==> config.mk <==
export PLATFORM = sky130hd
export DESIGN_NAME = pipeline_hazard_ctrl
export DESIGN_NICKNAME = d
export VERILOG_FILES = /design/src/rtl/pipeline_hazard_ctrl.sv
export SDC_FILE = /design/constraint.sdc
export NUM_CORES = 1
export LEC_CHECK = 0
export CORE_MARGIN = 1
export CORE_UTILIZATION = 30
export CTS_CLUSTER_SIZE = 30
export DETAILED_ROUTE_END_ITERATION = 7
export GPL_ROUTABILITY_DRIVEN = 0
export PLACE_DENSITY_LB_ADDON = 0.2
export SLEW_MARGIN = 15
export SYNTH_ARGS = -nofsm -noshare
export SYNTH_HDL_FRONTEND = slang
export SYNTH_SLANG_ARGS = --single-unit
==> constraint.sdc <==
create_clock -name clk -period 2.1 [get_ports clk]
set_input_delay 0.42 -clock clk [delete_from_list [all_inputs] [get_ports clk]]
set_output_delay 0.42 -clock clk [all_outputs]
set_load 0.05 [all_outputs]
==> src/rtl/pipeline_hazard_ctrl.sv <==
// Hazard/sequencing controller for the 5-stage pipeline: stall/flush, E-stage forwarding,
// mul/div hold and data-memory freeze. Optional perf counters under HAZ_PERF_CNT_EN.
module pipeline_hazard_ctrl #(
  parameter int unsigned MDU_LAT = 4,
  parameter int unsigned REG_AW  = 5,
  parameter int unsigned CNT_W   = 32
) (
  input  logic              clk,
  input  logic              reset,
  input  logic [REG_AW-1:0] Rs1D,
  input  logic [REG_AW-1:0] Rs2D,
  input  logic [REG_AW-1:0] Rs1E,
  input  logic [REG_AW-1:0] Rs2E,
  input  logic [REG_AW-1:0] RdE,
  input  logic [REG_AW-1:0] RdM,
  input  logic [REG_AW-1:0] RdW,
  input  logic              RegWriteM,
  input  logic              RegWriteW,
  input  logic              LoadE,
  input  logic              PCSrcE,
  input  logic              MdStartE,
  input  logic              MemReqM,
  input  logic              DmemReadyM,
  output logic              StallF,
  output logic              StallD,
  output logic              StallE,
  output logic              StallM,
  output logic              FlushD,
  output logic              FlushE,
  output logic              FlushM,
  output logic              FlushW,
  output logic [1:0]        ForwardAE,
  output logic [1:0]        ForwardBE,
  output logic              MdBusyE,
  input  logic              perf_clr,
  output logic [CNT_W-1:0]  StallCycles,
  output logic [CNT_W-1:0]  FlushCount
);

  typedef enum logic [0:0] {StRun, StMdBusy} state_e;

  state_e     state_q, state_d;
  logic [3:0] md_cnt_q, md_cnt_d;
  // Set on the cycle the finished op leaves E, so its still-asserted MdStartE is not restarted.
  logic       md_done_q, md_done_d;
  logic       freeze, lw_stall, md_start;

  assign freeze   = MemReqM & ~DmemReadyM;
  assign lw_stall = LoadE & (RdE != '0) & ((RdE == Rs1D) | (RdE == Rs2D));
  assign md_start = (state_q == StRun) & MdStartE & ~md_done_q & ~freeze;

  function automatic logic [1:0] fwd_sel(input logic [REG_AW-1:0] rs);
    if (RegWriteM && (RdM != '0) && (RdM == rs)) return 2'b10;
    if (RegWriteW && (RdW != '0) && (RdW == rs)) return 2'b01;
    return 2'b00;
  endfunction

  always_ff @(posedge clk or posedge reset) begin
    if (reset) begin
      state_q   <= StRun;
      md_cnt_q  <= '0;
      md_done_q <= 1'b0;
    end else begin
      state_q   <= state_d;
      md_cnt_q  <= md_cnt_d;
      md_done_q <= md_done_d;
    end
  end

  always_comb begin
    state_d   = state_q;
    md_cnt_d  = md_cnt_q;
    md_done_d = md_done_q;
    if (!freeze) begin
      unique case (state_q)
        StRun: begin
          md_done_d = 1'b0;
          if (md_start) begin
            state_d  = StMdBusy;
            md_cnt_d = 4'(MDU_LAT - 1);
          end
        end
        StMdBusy: begin
          md_cnt_d = md_cnt_q - 4'd1;
          if (md_cnt_q == 4'd1) begin
            state_d   = StRun;
            md_done_d = 1'b1;
          end
        end
        default: state_d = StRun;
      endcase
    end
  end

  always_comb begin
    StallF    = 1'b0;
    StallD    = 1'b0;
    StallE    = 1'b0;
    StallM    = 1'b0;
    FlushD    = 1'b0;
    FlushE    = 1'b0;
    FlushM    = 1'b0;
    FlushW    = 1'b0;
    ForwardAE = 2'b00;
    ForwardBE = 2'b00;
    MdBusyE   = 1'b0;
    if (!reset) begin
      ForwardAE = fwd_sel(Rs1E);
      ForwardBE = fwd_sel(Rs2E);
      if (freeze) begin
        StallF  = 1'b1;
        StallD  = 1'b1;
        StallE  = 1'b1;
        StallM  = 1'b1;
        FlushW  = 1'b1;
        MdBusyE = (state_q == StMdBusy);
      end else begin
        unique case (state_q)
          StRun: begin
            if (md_start) begin
              StallF  = 1'b1;
              StallD  = 1'b1;
              StallE  = 1'b1;
              FlushM  = 1'b1;
              MdBusyE = 1'b1;
            end else begin
              StallF = lw_stall & ~PCSrcE;
              StallD = lw_stall & ~PCSrcE;
              FlushD = PCSrcE;
              FlushE = PCSrcE | lw_stall;
            end
          end
          StMdBusy: begin
            StallF  = 1'b1;
            StallD  = 1'b1;
            StallE  = 1'b1;
            FlushM  = 1'b1;
            MdBusyE = 1'b1;
          end
          default: ;
        endcase
      end
    end
  end

`ifdef HAZ_PERF_CNT_EN
  logic [CNT_W-1:0] stall_cycles_q, flush_count_q;

  // Saturating counters; clear has priority over counting.
  always_ff @(posedge clk or posedge reset) begin
    if (reset) begin
      stall_cycles_q <= '0;
      flush_count_q  <= '0;
    end else if (perf_clr) begin
      stall_cycles_q <= '0;
      flush_count_q  <= '0;
    end else begin
      if (StallF && (stall_cycles_q != '1)) stall_cycles_q <= stall_cycles_q + CNT_W'(1);
      if (FlushD && (flush_count_q != '1)) flush_count_q <= flush_count_q + CNT_W'(1);
    end
  end

  assign StallCycles = stall_cycles_q;
  assign FlushCount  = flush_count_q;
`else
  logic unused_perf_clr;
  assign unused_perf_clr = perf_clr;
  assign StallCycles     = '0;
  assign FlushCount      = '0;
`endif

endmodule

# [Word level (Yosys, flattened, before mapping)]
# Index checks and enable logic that the tools add are counted.
[word_totals] register_bits=6 latch_bits=0 ram_bits=0 romBits=0 input_bits=45 out_inout_bits=77 wordCells=86 memories=0
[op_classes] addsub=1 n_mul=0 n_div=0 magnitude_cmp=0 eq_ne=9 n_shift=0 mux=48 bitwise=14 n_reduce_logical=11
[ops] op="2-to-1 mux 1 bit" count=32
[ops] op="== test 5 bit" count=6
[ops] op="2-to-1 mux 2 bit" count=10
[ops] op="nonzero test 5 bit" count=3
[ops] op="one-hot mux 1 bit (2 select lines)" count=4
[ops] op="one-hot mux 4 bit (2 select lines)" count=1
[ops] op="bitwise AND 1 bit" count=7
[ops] op="logical AND 1 bit" count=6
[ops] op="inverter 1 bit" count=5
[ops] op="== test 4 x 1 -> 1 bit, second input constant" count=1
[ops] op="2-to-1 mux 4 bit" count=1
[ops] op="AND reduction 2 bit" count=2
[ops] op="subtractor 4 x 1 -> 4 bit, second input constant" count=1
[ops] op="!= test 2 x 1 -> 1 bit, second input constant" count=1
[ops] op="!= test 2 bit, second input constant" count=1
[ops] op="bitwise OR 1 bit" count=2

# [Depth between registers and ports, before layout]
# Gate-level depths: netlist (run 1).
[logic_depth] depth_word=10 mapped_depth=5

# [Least setup slack after synthesis (run 1)]
# Ideal clock, no wire load.
[synth_path] path_kind="input to output" startpoint="input port DmemReadyM" endpoint="output port FlushE" t_arrival_ps=2733 t_required_ps=1680 setup_slack_ps=-1053 path_stages=5 cell_sequence="nand2b_1 clkbuf_1 a21oi_1 nand2_1 o41ai_1"
[synth_between] elab_chain_len=8
[synth_rtl] element="start: declaration" line="23" text="input logic DmemReadyM,"
[synth_rtl] element="inverter 1 bit (*)" line="48" text="assign freeze = MemReqM & ~DmemReadyM;"
[synth_rtl] element="bitwise AND 1 bit (*)" line="48"
[synth_rtl] element="inverter 1 bit (no line)"
[synth_rtl] element="bitwise AND 1 bit" line="50" text="assign md_start = (state_q == StRun) & MdStartE & ~md_done_q & ~freeze;"
[synth_rtl] element="2-to-1 mux 1 bit" line="120" text="if (md_start) begin"
[synth_rtl] element="2-to-1 mux 1 bit" line="118" text="unique case (state_q)"
[synth_rtl] element="2-to-1 mux 1 bit (*)" line="110" text="if (freeze) begin"
[synth_rtl] element="2-to-1 mux 1 bit (*)" line="107" text="if (!reset) begin"
[synth_rtl] element="end: declaration" line="29" text="output logic FlushE,"
# Mark *: on every way between the ends. The rest lies on a longest branch, timed or not.

# [Final worst setup path (run 1)]
[layout_path] startpoint="input port RdW[3]" endpoint="output port ForwardAE[0]"
[layout_between] elab_chain_len=9 elab_cells_between_ends=11 classes_between="1 x eq/ne; 7 x mux; 3 x reduce/logical"
[layout_rtl] element="start: declaration" line="16" text="input logic [REG_AW-1:0] RdW,"
[layout_rtl] element="nonzero test 5 bit" line="54" text="if (RegWriteW && (RdW != '0) && (RdW == rs)) return 2'b01;"
[layout_rtl] element="logical AND 1 bit" line="54"
[layout_rtl] element="logical AND 1 bit (*)" line="54"
[layout_rtl] element="2-to-1 mux 1 bit (2 in a row)" line="54"
[layout_rtl] element="2-to-1 mux 1 bit" line="107"
[layout_rtl] element="2-to-1 mux 2 bit (*)" line="55" text="return 2'b00;"
[layout_rtl] element="2-to-1 mux 2 bit (*)" line="54"
[layout_rtl] element="2-to-1 mux 2 bit (*)" line="107"
[layout_rtl] element="end: declaration" line="32" text="output logic [1:0] ForwardAE,"
# Mark *: on every way between the ends. The rest lies on a longest branch, timed or not. The select of a mux whose other input is x is not followed.

==> metrics.txt, run 1 <==
# TYPE chip_impl_metric gauge
chip_impl_info{name="outcome",value="complete, but fails checks"} 1
chip_impl_info{name="violations",value="negative setup slack"} 1
chip_impl_metric{name="drt_first_iter_violations",unit=""} 43
chip_impl_metric{name="dpl.hpwl",unit="mm"} 2.596
chip_impl_metric{name="final_max_slew_viol_count",unit=""} 0
chip_impl_metric{name="drive_above_1_share",unit=""} 0.4192
chip_impl_info{name="most_common_cell_in_the_netlist",value="buf_4"} 1
chip_impl_metric{name="ys_ff_latch",unit=""} 6
chip_impl_info{name="timing.critical_path.to_type",value="output pin"} 1
chip_impl_metric{name="timing.reg2reg.setup_slack",unit="ns"} 0.78
chip_impl_metric{name="tritoncts.num_buffers",unit=""} 3
chip_impl_metric{name="avgViaCountPerCell",unit=""} 3.923
chip_impl_metric{name="power_density_relative_to_cell_area",unit="nW/um2"} 563.6
chip_impl_metric{name="wl_per_cell",unit="um"} 10.55
chip_impl_metric{name="clockBufferDepth",unit=""} 2
chip_impl_metric{name="max_clock_freq",unit="MHz"} 450.5
chip_impl_metric{name="path_max_fanout",unit=""} 3
chip_impl_metric{name="final_nets",unit=""} 309
chip_impl_metric{name="mean_syn_cell_area",unit="um2"} 7.747
chip_impl_metric{name="route.antenna.remaining_nets",unit=""} 0
chip_impl_metric{name="first_pass_grt_wire_length",unit="mm"} 4.705
chip_impl_metric{name="layout.core_utilization",unit=""} 0.5624
chip_impl_info{name="cts.root.buffer_cell",value="clkbuf_8"} 1
chip_impl_metric{name="hold_buffers",unit=""} 0
chip_impl_metric{name="power_leakage",unit="nW"} 1.156
chip_impl_metric{name="fp.dieArea",unit="um2"} 4579
chip_impl_metric{name="fin_area",unit="um2"} 2282
chip_impl_metric{name="boundaryPins",unit=""} 122
chip_impl_metric{name="yosysTopAreaCellShare",unit=""} 0.3830
chip_impl_metric{name="worst_slack",unit="ns"} -0.1200
chip_impl_info{name="grt_setup_unrepaired",value="true"} 1
chip_impl_metric{name="synth-edff-count",unit=""} 0
chip_impl_metric{name="route.detailed.drc",unit=""} 0
chip_impl_metric{name="totalNegativeSetupSlack",unit="ns"} -0.1909
chip_impl_metric{name="netlist_area",unit="um2"} 1294
chip_impl_info{name="hold_path.class",value="in -> async"} 1
chip_impl_info{name="cts_tree",value="yes"} 1
chip_impl_metric{name="synth_async_sr_flop_share",unit=""} 1.000
chip_impl_info{name="synth_top_cell_by_area",value="buf_4"} 1
chip_impl_metric{name="floorplan.die.width",unit="um"} 67.67
chip_impl_metric{name="die_height",unit="um"} 67.67
chip_impl_metric{name="pin_count_of_the_biggest_net_entering_global_routing",unit=""} 11
chip_impl_metric{name="vias_in_the_first_global_route",unit=""} 1081
chip_impl_info{name="synth_top_cells_by_count",value="buf_4, xor2_1, xnor2_1"} 1
chip_impl_metric{name="total_core_area",unit="um2"} 4058
chip_impl_info{name="startpoint_class",value="input pin"} 1
chip_impl_metric{name="port_buffers",unit=""} 56
chip_impl_metric{name="post_dp_cell_area",unit="um2"} 1996
chip_impl_metric{name="worstPathRequired",unit="ns"} 1.68
chip_impl_metric{name="max_slew.worst_pin.slew",unit="ns"} 0.5061
chip_impl_metric{name="start_util",unit=""} 0.3188
chip_impl_metric{name="vdd_drop_max",unit="mV"} 0.1864
chip_impl_metric{name="grt_antenna_before_repair",unit=""} 0
chip_impl_metric{name="grt_overflow_total",unit=""} 0
chip_impl_metric{name="fin_hold_ws",unit="ns"} 0.2686
chip_impl_metric{name="setup_ws_pre_cts",unit="ns"} -0.4869
chip_impl_metric{name="total_of_fill_cells_in_the_finished_design",unit=""} 391
chip_impl_metric{name="post_route_fraction_of_the_period_consumed_by_the_critical_path",unit=""} 1.057
chip_impl_metric{name="clkLatencyLatePin",unit="ns"} 0.22
chip_impl_metric{name="worst_relative_slew_slack",unit=""} 0.6590
chip_impl_metric{name="drt-pass1-iter-count",unit=""} 4
chip_impl_metric{name="synth_sequential_area_ratio",unit=""} 0.1161
chip_impl_metric{name="grt_usage",unit=""} 0.1323
chip_impl_metric{name="drv_cap",unit=""} 0
chip_impl_metric{name="timing.final.setup_violations",unit=""} 2
chip_impl_metric{name="vias",unit=""} 1216
chip_impl_metric{name="crit_arrival",unit="ns"} 1.80
chip_impl_metric{name="antenna_cells_inserted",unit=""} 0
chip_impl_metric{name="finalWirelength",unit="mm"} 3.270
chip_impl_metric{name="timing.final.crit_period",unit="ns"} 2.220
chip_impl_info{name="dominant_cells_by_area_after_synthesis",value="buf_4, xor2_1, dfrtp_1"} 1
chip_impl_metric{name="fp-row-count",unit=""} 23
chip_impl_metric{name="htreeDepth",unit=""} 1
chip_impl_metric{name="synthesis.instances",unit=""} 167
chip_impl_info{name="dominantRegCellSynth",value="dfrtp_1"} 1
chip_impl_metric{name="clock_skew",unit="ns"} 0.004243
chip_impl_info{name="path_class",value="in -> out"} 1
chip_impl_metric{name="cts_sinks",unit=""} 6
chip_impl_metric{name="clk_transition_reported_paths",unit="ns"} 0.04
chip_impl_metric{name="post_synth_num_cell_types",unit=""} 31
chip_impl_metric{name="layout-area-overhead-vs-synth",unit="%"} 76.40
chip_impl_metric{name="hold_viol",unit=""} 0
chip_impl_metric{name="number_of_warning_messages_in_the_yosys_log",unit=""} 0
## layout by cell type (no fill, tap or decap), types with 2 or more instances in the layout
cell             netlist  layout
a21oi_1                3       2
a22o_1                 2       2
buf_12                 0       8
buf_2                  0       6
buf_4                 66      36
buf_6                  0      14
buf_8                  0       2
clkbuf_2               0       7
clkbuf_8               0       3
clkdlybuf4s15_1        0       4
clkdlybuf4s50_1        0       2
conb_1                 1      64
dfrtp_1                6       6
dlygate4sd2_1          0      12
dlymetal6s2s_1         0       4
ha_1                   2       2
inv_1                  5       4
nand2_1                5       2
nand2_2                0       3
nand3_2                0       2
nor2_1                 7       7
nor3_1                 7       3
nor3_2                 0       2
nor3_4                 0       2
nor4_4                 0       5
o21ai_0                3       2
o21ai_4                0       2
or4_4                  0       5
xnor2_1               10       7
xnor2_2                0       3
xor2_1                20      20
## routing by layer
layer  GRT usage  part of all wire
met1      0.1657              0.40
met2      0.2450              0.54
met3     0.01858             0.056
met4    0.007979                 0
met5           0                 0
## logic make-up after synthesis
group | after synthesis | share of synthesized area
multiplexers | 1 | 0.007737
flip-flops | 6 | 0.1161
AO/OA/AOI/OAI | 15 | 0.07835
adder cells (fa/ha/maj) | 2 | 0.01934
buffers and inverters | 74 | 0.4062
other | 1 | 0.002899
AND/OR/NAND/NOR | 38 | 0.1664
XOR/XNOR | 30 | 0.2031
## registers in the layout, indices dropped and copies added, names as in the netlist
signal / cells
state_q: 1
md_cnt_q: 4
md_done_q: 1
## worst paths after layout
kind / startpoint / endpoint / depth (start not counted)
worst max-delay path: RdW[3] / ForwardAE[0] / 7
worst min-delay path: reset / state_q / 4
worst max register to register: state_q / md_cnt_q[2] / 3
worst min register to register: md_cnt_q[3] / md_cnt_q[3] / 1
max in group asynchronous: reset / md_cnt_q[3] / 4
min in group clk: md_cnt_q[3] / md_cnt_q[3] / 1
## what timing repair did
| item | 4_1_cts | 5_1_grt |
|---|---|---|
| endpoints found under the hold margin | 0 | 0 |
| setup endpoints to repair | 9 | 8 |
| resized for setup | 90 | 69 |
| buffers inserted | 5 | 5 |
| pin swaps | 26 | 22 |
## power by group
part | switching, mW | leakage [nW] | internal, mW
combinational | 0.560 | 1.07 | 0.328
sequential | 0.0536 | 0.0678 | 0.172
clock | 0.0492 | 0.0216 | 0.123
## worst max-delay path, cell delays in order
cell and delay, ns:
buf_6 0.08, or4_4 0.11, o211ai_1 0.12, buf_4 0.15, or4_4 0.42, nor4_4 0.33, buf_12 0.18
## final cells by class
class / count / area, um2 / area share
multi-input cells: 150 / 1075 / 0.4709
repair buffers: 96 / 930.9 / 0.4079
well taps: 50 / 62.56 / 0.02741
clock buffers: 3 / 41.29 / 0.01809
flip-flops and latches: 6 / 150.1 / 0.06579
inverters: 5 / 22.52 / 0.009868
## through the flow
stage          total power [mW]  instances
3_3_place_gp              1.024        298
2_1_floorplan            0.8528        230
3_5_place_dp              1.039        298
5_1_grt                   1.373        310
4_1_cts                   1.255        305
6_report                  1.286        310
No activity file was read; power rests on OpenSTA's default activity.
==> inputs of run 2 (changes only) <==
CELL_PAD_IN_SITES_DETAIL_PLACEMENT = 1   (was unset)
CELL_PAD_IN_SITES_GLOBAL_PLACEMENT = 2   (was unset)
CORE_UTILIZATION = 14   (was 30)
==> run 2 against run 1 <==
Net effect: the flow finishes with violations (design-rule violations, negative setup slack); routed wire length rose by 20%; clock-buffer cell count unchanged; register-to-register slack improved by 0.09 ns.
==> metrics.txt, run 2 (synthesized netlist as in run 1, its figures left out) <==
# TYPE chip_impl_metric gauge
chip_impl_info{name="outcome",value="complete, but fails checks"} 1
chip_impl_info{name="violations",value="design-rule violations, negative setup slack"} 1
chip_impl_metric{name="grt_usage",unit=""} 0.07812
chip_impl_metric{name="max_clock_freq",unit="MHz"} 456.5
chip_impl_metric{name="route.detailed.drc",unit=""} 4
chip_impl_metric{name="die_height",unit="um"} 98.13
chip_impl_metric{name="worstPathRequired",unit="ns"} 1.68
chip_impl_metric{name="port_buffers",unit=""} 56
chip_impl_metric{name="drt_first_iter_violations",unit=""} 16
chip_impl_metric{name="tritoncts.num_buffers",unit=""} 3
chip_impl_metric{name="fin_hold_ws",unit="ns"} 0.2491
chip_impl_metric{name="fp.dieArea",unit="um2"} 9630
chip_impl_metric{name="placed_cells",unit=""} 357
chip_impl_metric{name="fp-row-count",unit=""} 34
chip_impl_metric{name="clk_transition_reported_paths",unit="ns"} 0.04
chip_impl_metric{name="antenna_cells_inserted",unit=""} 0
chip_impl_metric{name="path_max_fanout",unit=""} 3
chip_impl_metric{name="power_density_relative_to_cell_area",unit="nW/um2"} 560.1
chip_impl_metric{name="clock_skew",unit="ns"} 0.001119
chip_impl_metric{name="final_max_slew_viol_count",unit=""} 0
chip_impl_metric{name="vdd_drop_max",unit="mV"} 0.1439
chip_impl_metric{name="layout.core_utilization",unit=""} 0.2575
chip_impl_metric{name="start_util",unit=""} 0.1462
chip_impl_metric{name="clkLatencyLatePin",unit="ns"} 0.22
chip_impl_metric{name="vias",unit=""} 1240
chip_impl_metric{name="drv_cap",unit=""} 0
chip_impl_metric{name="drt-pass1-iter-count",unit=""} 8
chip_impl_metric{name="max_ffs_per_register",unit=""} 4
chip_impl_info{name="cts.root.buffer_cell",value="clkbuf_8"} 1
chip_impl_info{name="hold_path.class",value="in -> async"} 1
chip_impl_metric{name="total_core_area",unit="um2"} 8848
chip_impl_metric{name="grt_overflow_total",unit=""} 0
chip_impl_metric{name="avgViaCountPerCell",unit=""} 3.379
chip_impl_metric{name="drive_above_1_share",unit=""} 0.3977
chip_impl_info{name="largest_registers",value="md_cnt_q (4), md_done_q (1), state_q (1)"} 1
chip_impl_metric{name="hold_viol",unit=""} 0
chip_impl_info{name="worst_setup_path_startpoint",value="RdW[2]"} 1
chip_impl_info{name="grt_setup_unrepaired",value="true"} 1
chip_impl_metric{name="fin_area",unit="um2"} 2278
chip_impl_info{name="timing.critical_path.to_type",value="output pin"} 1
chip_impl_metric{name="cts_sinks",unit=""} 6
chip_impl_info{name="worstReg2RegEnd",value="md_cnt_q[3]"} 1
chip_impl_info{name="final_cell_mix",value="conb_1, buf_4, xor2_1"} 1
chip_impl_metric{name="timing.reg2reg.setup_slack",unit="ns"} 0.87
chip_impl_metric{name="finalWirelength",unit="mm"} 3.925
chip_impl_metric{name="power_leakage",unit="nW"} 1.098
chip_impl_info{name="startpoint_class",value="input pin"} 1
chip_impl_info{name="rr_startpoint",value="md_done_q"} 1
chip_impl_metric{name="post_dp_cell_area",unit="um2"} 2088
chip_impl_metric{name="first_pass_grt_wire_length",unit="mm"} 5.982
chip_impl_metric{name="clockBufferDepth",unit=""} 2
chip_impl_metric{name="worst-r2r-cell-count",unit=""} 5
chip_impl_metric{name="dpl.hpwl",unit="mm"} 3.401
chip_impl_info{name="largest-register",value="md_cnt_q"} 1
chip_impl_metric{name="power",unit="mW"} 1.276
chip_impl_metric{name="floorplan.die.width",unit="um"} 98.13
chip_impl_info{name="path_class",value="in -> out"} 1
chip_impl_metric{name="pin_count_of_the_biggest_net_entering_global_routing",unit=""} 11
chip_impl_metric{name="timing.final.crit_period",unit="ns"} 2.191
chip_impl_metric{name="layout-area-overhead-vs-synth",unit="%"} 76.11
chip_impl_metric{name="instances_no_fill",unit=""} 367
chip_impl_metric{name="post_route_fraction_of_the_period_consumed_by_the_critical_path",unit=""} 1.043
chip_impl_info{name="most_common_cell_after_layout_fill_and_taps_aside",value="conb_1"} 1
chip_impl_metric{name="boundaryPins",unit=""} 122
chip_impl_metric{name="timing.final.setup_violations",unit=""} 4
chip_impl_metric{name="worst_slack",unit="ns"} -0.09073
chip_impl_info{name="cts_tree",value="yes"} 1
chip_impl_metric{name="htreeDepth",unit=""} 1
chip_impl_metric{name="wl_per_cell",unit="um"} 10.69
chip_impl_metric{name="final_nets",unit=""} 308
chip_impl_metric{name="vias_in_the_first_global_route",unit=""} 1230
chip_impl_metric{name="route.antenna.remaining_nets",unit=""} 0
chip_impl_metric{name="grt_antenna_before_repair",unit=""} 0
chip_impl_metric{name="crit_arrival",unit="ns"} 1.77
==> run 2: cell count changes in the layout (fill, tap and decap cells not counted), moves of 3 or more <==
cell             before  now
buf_6                14   10
clkbuf_2              7   11
clkdlybuf4s50_1       2    5
dlygate4sd2_1        12    9
dlymetal6s2s_1        4    1
==> run 2: final cells by class <==
| type | instances | area (um2) |
|---|---|---|
| clock buffer | 3 | 41.29 |
| fill | 1073 | 6570 |
| inverter | 5 | 22.52 |
| multi-input combinational | 150 | 1033 |
| sequential | 6 | 150.1 |
| tap | 108 | 135.1 |
| timing repair buffer | 95 | 895.9 |
==> run 2: per-layer routing <==
layer / share of wire / GRT usage
met1: 0.40 / 0.08922
met4: 0.0023 / 0.01378
met3: 0.055 / 0.01432
met2: 0.54 / 0.1511
met5: 0 / 0
==> run 2: worst max-delay path by stage <==
stage,end,slack [ns],cells after the start
after CTS,ForwardBE[0],-0.24,7
after global placement,ForwardBE[0],-0.50,6
after global routing,ForwardAE[0],-0.15,7
after detailed placement,ForwardBE[0],-0.50,6
final,ForwardBE[0],-0.09,5
after floorplan,ForwardAE[1],-0.49,2
==> run 2: through the flow <==
step | setup WS [ns] | TNS, ns
after floorplan | -0.4893 | -2.491
after global placement | -0.5007 | -3.268
after detailed placement | -0.4991 | -3.129
after CTS | -0.2417 | -0.6531
after global routing | -0.1549 | -0.6191
final | -0.09073 | -0.3313
==> run 2: report_power, final <==
group	switching, mW	total [mW]	internal, mW
clock network	0.0513	0.175	0.123
logic	0.557	0.880	0.323
registers	0.0496	0.222	0.172
total	0.658	1.28	0.618
==> run 2: critical path: stages <==
cell,delay [ns]
buf_4,0.13
xor2_1,0.16
or4_4,0.54
nor4_4,0.34
buf_12,0.18
==> run 2: what timing repair did <==
| action | CTS | global route |
|---|---|---|
| buffers inserted | 7 | 1 |
| setup endpoints to repair | 9 | 6 |
| hold buffers | 0 | 0 |
| gates resized for setup | 99 | 39 |
| pin swaps | 24 | 13 |
==> inputs of run 3 (changes only) <==
GPL_TIMING_DRIVEN = 0   (was unset)
==> run 3 against run 2 <==
Net effect: the run still ends with design-rule violations, negative setup slack left; via count grew 8.5%; sequential power shrank 3%; register-to-register slack lost 0.08 ns; clock skew grew 0.0020 ns; sequential cell count is the same; die area is the same; clock power is essentially flat; routed wire length grew 5.2%; utilization grew 2.4 points; cell area grew 9.3%; fmax shrank 3.9%.
==> metrics.txt, run 3 (synthesized netlist as in run 1, its figures left out) <==
# TYPE chip_impl_metric gauge
chip_impl_metric{name="drive_above_1_share",unit=""} 0.4633
chip_impl_info{name="outcome",value="complete, but fails checks"} 1
chip_impl_metric{name="layout-area-overhead-vs-synth",unit="%"} 92.46
chip_impl_metric{name="htreeDepth",unit=""} 1
chip_impl_metric{name="max_ffs_per_register",unit=""} 4
chip_impl_metric{name="tritoncts.num_buffers",unit=""} 3
chip_impl_info{name="path_class",value="in -> out"} 1
chip_impl_info{name="final_cell_mix",value="buf_4, conb_1, xor2_1"} 1
chip_impl_metric{name="boundaryPins",unit=""} 122
chip_impl_metric{name="final_max_slew_viol_count",unit=""} 0
chip_impl_info{name="startpoint_class",value="input pin"} 1
chip_impl_metric{name="port_buffers",unit=""} 56
chip_impl_info{name="most_common_cell_after_layout_fill_and_taps_aside",value="buf_4"} 1
chip_impl_info{name="cts.root.buffer_cell",value="clkbuf_8"} 1
chip_impl_metric{name="floorplan.die.width",unit="um"} 98.13
chip_impl_metric{name="total_core_area",unit="um2"} 8848
chip_impl_metric{name="final_nets",unit=""} 349
chip_impl_metric{name="power_density_relative_to_cell_area",unit="nW/um2"} 514.4
chip_impl_metric{name="cts_sinks",unit=""} 6
chip_impl_metric{name="hold_buffers",unit=""} 0
chip_impl_metric{name="worst_slack",unit="ns"} -0.1802
chip_impl_metric{name="fp-row-count",unit=""} 34
chip_impl_metric{name="power_leakage",unit="nW"} 1.328
chip_impl_metric{name="first_pass_grt_wire_length",unit="mm"} 6.368
chip_impl_metric{name="hold_viol",unit=""} 0
chip_impl_metric{name="vias_in_the_first_global_route",unit=""} 1322
chip_impl_metric{name="vias",unit=""} 1345
chip_impl_info{name="cts_tree",value="yes"} 1
chip_impl_metric{name="clockBufferDepth",unit=""} 2
chip_impl_metric{name="die_height",unit="um"} 98.13
chip_impl_info{name="violations",value="design-rule violations, negative setup slack"} 1
chip_impl_metric{name="cpPeakStageDelay",unit="ns"} 0.55
chip_impl_metric{name="worst_relative_slew_slack",unit=""} 0.6609
chip_impl_metric{name="fp.dieArea",unit="um2"} 9630
chip_impl_metric{name="crit_arrival",unit="ns"} 1.86
chip_impl_metric{name="grt_overflow_total",unit=""} 0
chip_impl_metric{name="max_clock_freq",unit="MHz"} 438.6
chip_impl_info{name="hold_path.class",value="in -> async"} 1
chip_impl_metric{name="max_slew.worst_pin.slew",unit="ns"} 0.5033
chip_impl_metric{name="drt-pass1-iter-count",unit=""} 7
chip_impl_metric{name="antenna_cells_inserted",unit=""} 0
chip_impl_info{name="grt_setup_unrepaired",value="true"} 1
chip_impl_metric{name="vdd_drop_max",unit="mV"} 0.1362
chip_impl_metric{name="fin_area",unit="um2"} 2490
chip_impl_metric{name="post_route_fraction_of_the_period_consumed_by_the_critical_path",unit=""} 1.086
chip_impl_metric{name="drt_first_iter_violations",unit=""} 29
chip_impl_metric{name="clkLatencyLatePin",unit="ns"} 0.22
chip_impl_metric{name="placed_cells",unit=""} 394
chip_impl_metric{name="pin_count_of_the_biggest_net_entering_global_routing",unit=""} 11
chip_impl_info{name="timing.critical_path.to_type",value="output pin"} 1
chip_impl_metric{name="instances_no_fill",unit=""} 408
chip_impl_info{name="largest-register",value="md_cnt_q"} 1
chip_impl_metric{name="clk_transition_reported_paths",unit="ns"} 0.04
chip_impl_metric{name="start_util",unit=""} 0.1462
chip_impl_metric{name="route.antenna.remaining_nets",unit=""} 0
chip_impl_metric{name="drv_cap",unit=""} 0
chip_impl_metric{name="dpl.hpwl",unit="mm"} 3.571
chip_impl_metric{name="path_max_fanout",unit=""} 3
chip_impl_metric{name="route.detailed.drc",unit=""} 4
chip_impl_metric{name="worstPathRequired",unit="ns"} 1.68
chip_impl_info{name="critical_path.slowest_cell",value="or4_4"} 1
chip_impl_metric{name="grt_antenna_before_repair",unit=""} 0
chip_impl_metric{name="timing.final.crit_period",unit="ns"} 2.280
chip_impl_metric{name="setup_ws_pre_cts",unit="ns"} -1.247
chip_impl_metric{name="avgViaCountPerCell",unit=""} 3.297
chip_impl_metric{name="wl_per_cell",unit="um"} 10.12
chip_impl_metric{name="grt_usage",unit=""} 0.08345
chip_impl_metric{name="finalWirelength",unit="mm"} 4.129
chip_impl_metric{name="timing.final.setup_violations",unit=""} 2
chip_impl_metric{name="post_dp_cell_area",unit="um2"} 2262
chip_impl_metric{name="clock_skew",unit="ns"} 0.003130
chip_impl_info{name="timing.critical_path.cells",value="buf_8, or4_4, o21ai_4, nor3_4, nor4_4, buf_6"} 1
chip_impl_info{name="largest_registers",value="md_cnt_q (4), md_done_q (1), state_q (1)"} 1
run 3: changes by cell type in the layout (fill, tap and decap cells not counted), moves of 3 or more:
cell	before	now
buf_4	37	80
xor2_2	0	3
buf_6	10	4
buf_12	9	1
dlygate4sd2_1	9	16
buf_8	0	4
xor2_1	20	17
run 3: metrics by stage:
stage	power [mW]	TNS [ns]	hold slack [ns]	util
CTS	1.263	-0.5498	0.4009	0.2714
global placement	1.045	-12.33	0.4971	0.2557
finish	1.281	-0.3072	0.2331	0.2814
global route	1.383	-0.4940	0.2493	0.2814
floorplan	0.8528	-2.491	0.1887	-
detailed placement	1.052	-12.20	0.4984	0.2557
run 3: final timing paths:
path,start,end,slack (ns),depth (start not counted)
min in group clk,md_cnt_q[3],md_cnt_q[3],0.53,1
setup / recovery,RdM[2],ForwardAE[0],-0.18,6
hold reg to reg,md_cnt_q[3],md_cnt_q[3],0.53,1
setup reg to reg,state_q,md_cnt_q[2],0.79,3
max in group asynchronous,reset,md_cnt_q[0],1.75,3
hold / removal,reset,md_cnt_q[3],0.23,3
run 3: routing by layer:
layer | routed length (um) | share of wire | up-vias | GRT usage
met5 | 0 | 0 | - | 0
met4 | 25 | 0.0061 | 0 | 0.02067
met3 | 324 | 0.078 | 2 | 0.02147
met2 | 2205 | 0.53 | 53 | 0.1522
met1 | 1574 | 0.38 | 602 | 0.09670
li1 | - | - | 688 | -
run 3: report_power, final:
part	total (mW)	switching, mW	internal, mW	leakage (nW)
sequential	0.216	0.0441	0.172	0.0678
clock	0.174	0.0511	0.123	0.0216
combinational	0.890	0.559	0.332	1.24
total	1.28	0.654	0.627	1.33
run 3: area by class of cell:
cell class              instances  area [um2]
fillers                      1095        6359
repair buffers                 69       588.1
plain buffers                  67       506.7
flip-flops and latches          6       150.1
clock buffers                   3       41.29
well taps                     108       135.1
multi-input cells             150        1046
inverters                       5       22.52
run 3: what timing repair did:
item	CTS	global route
resized for setup	170	38
pin swaps	24	17
buffers inserted	7	7
hold endpoints to repair	0	0
endpoints found under the setup margin	13	9
run 3: critical path, delay by kind of cell:
kind | cells | cell delay (ns)
compound gates | 1 | 0.22
buf+inv | 2 | 0.30
simple gates | 3 | 0.92
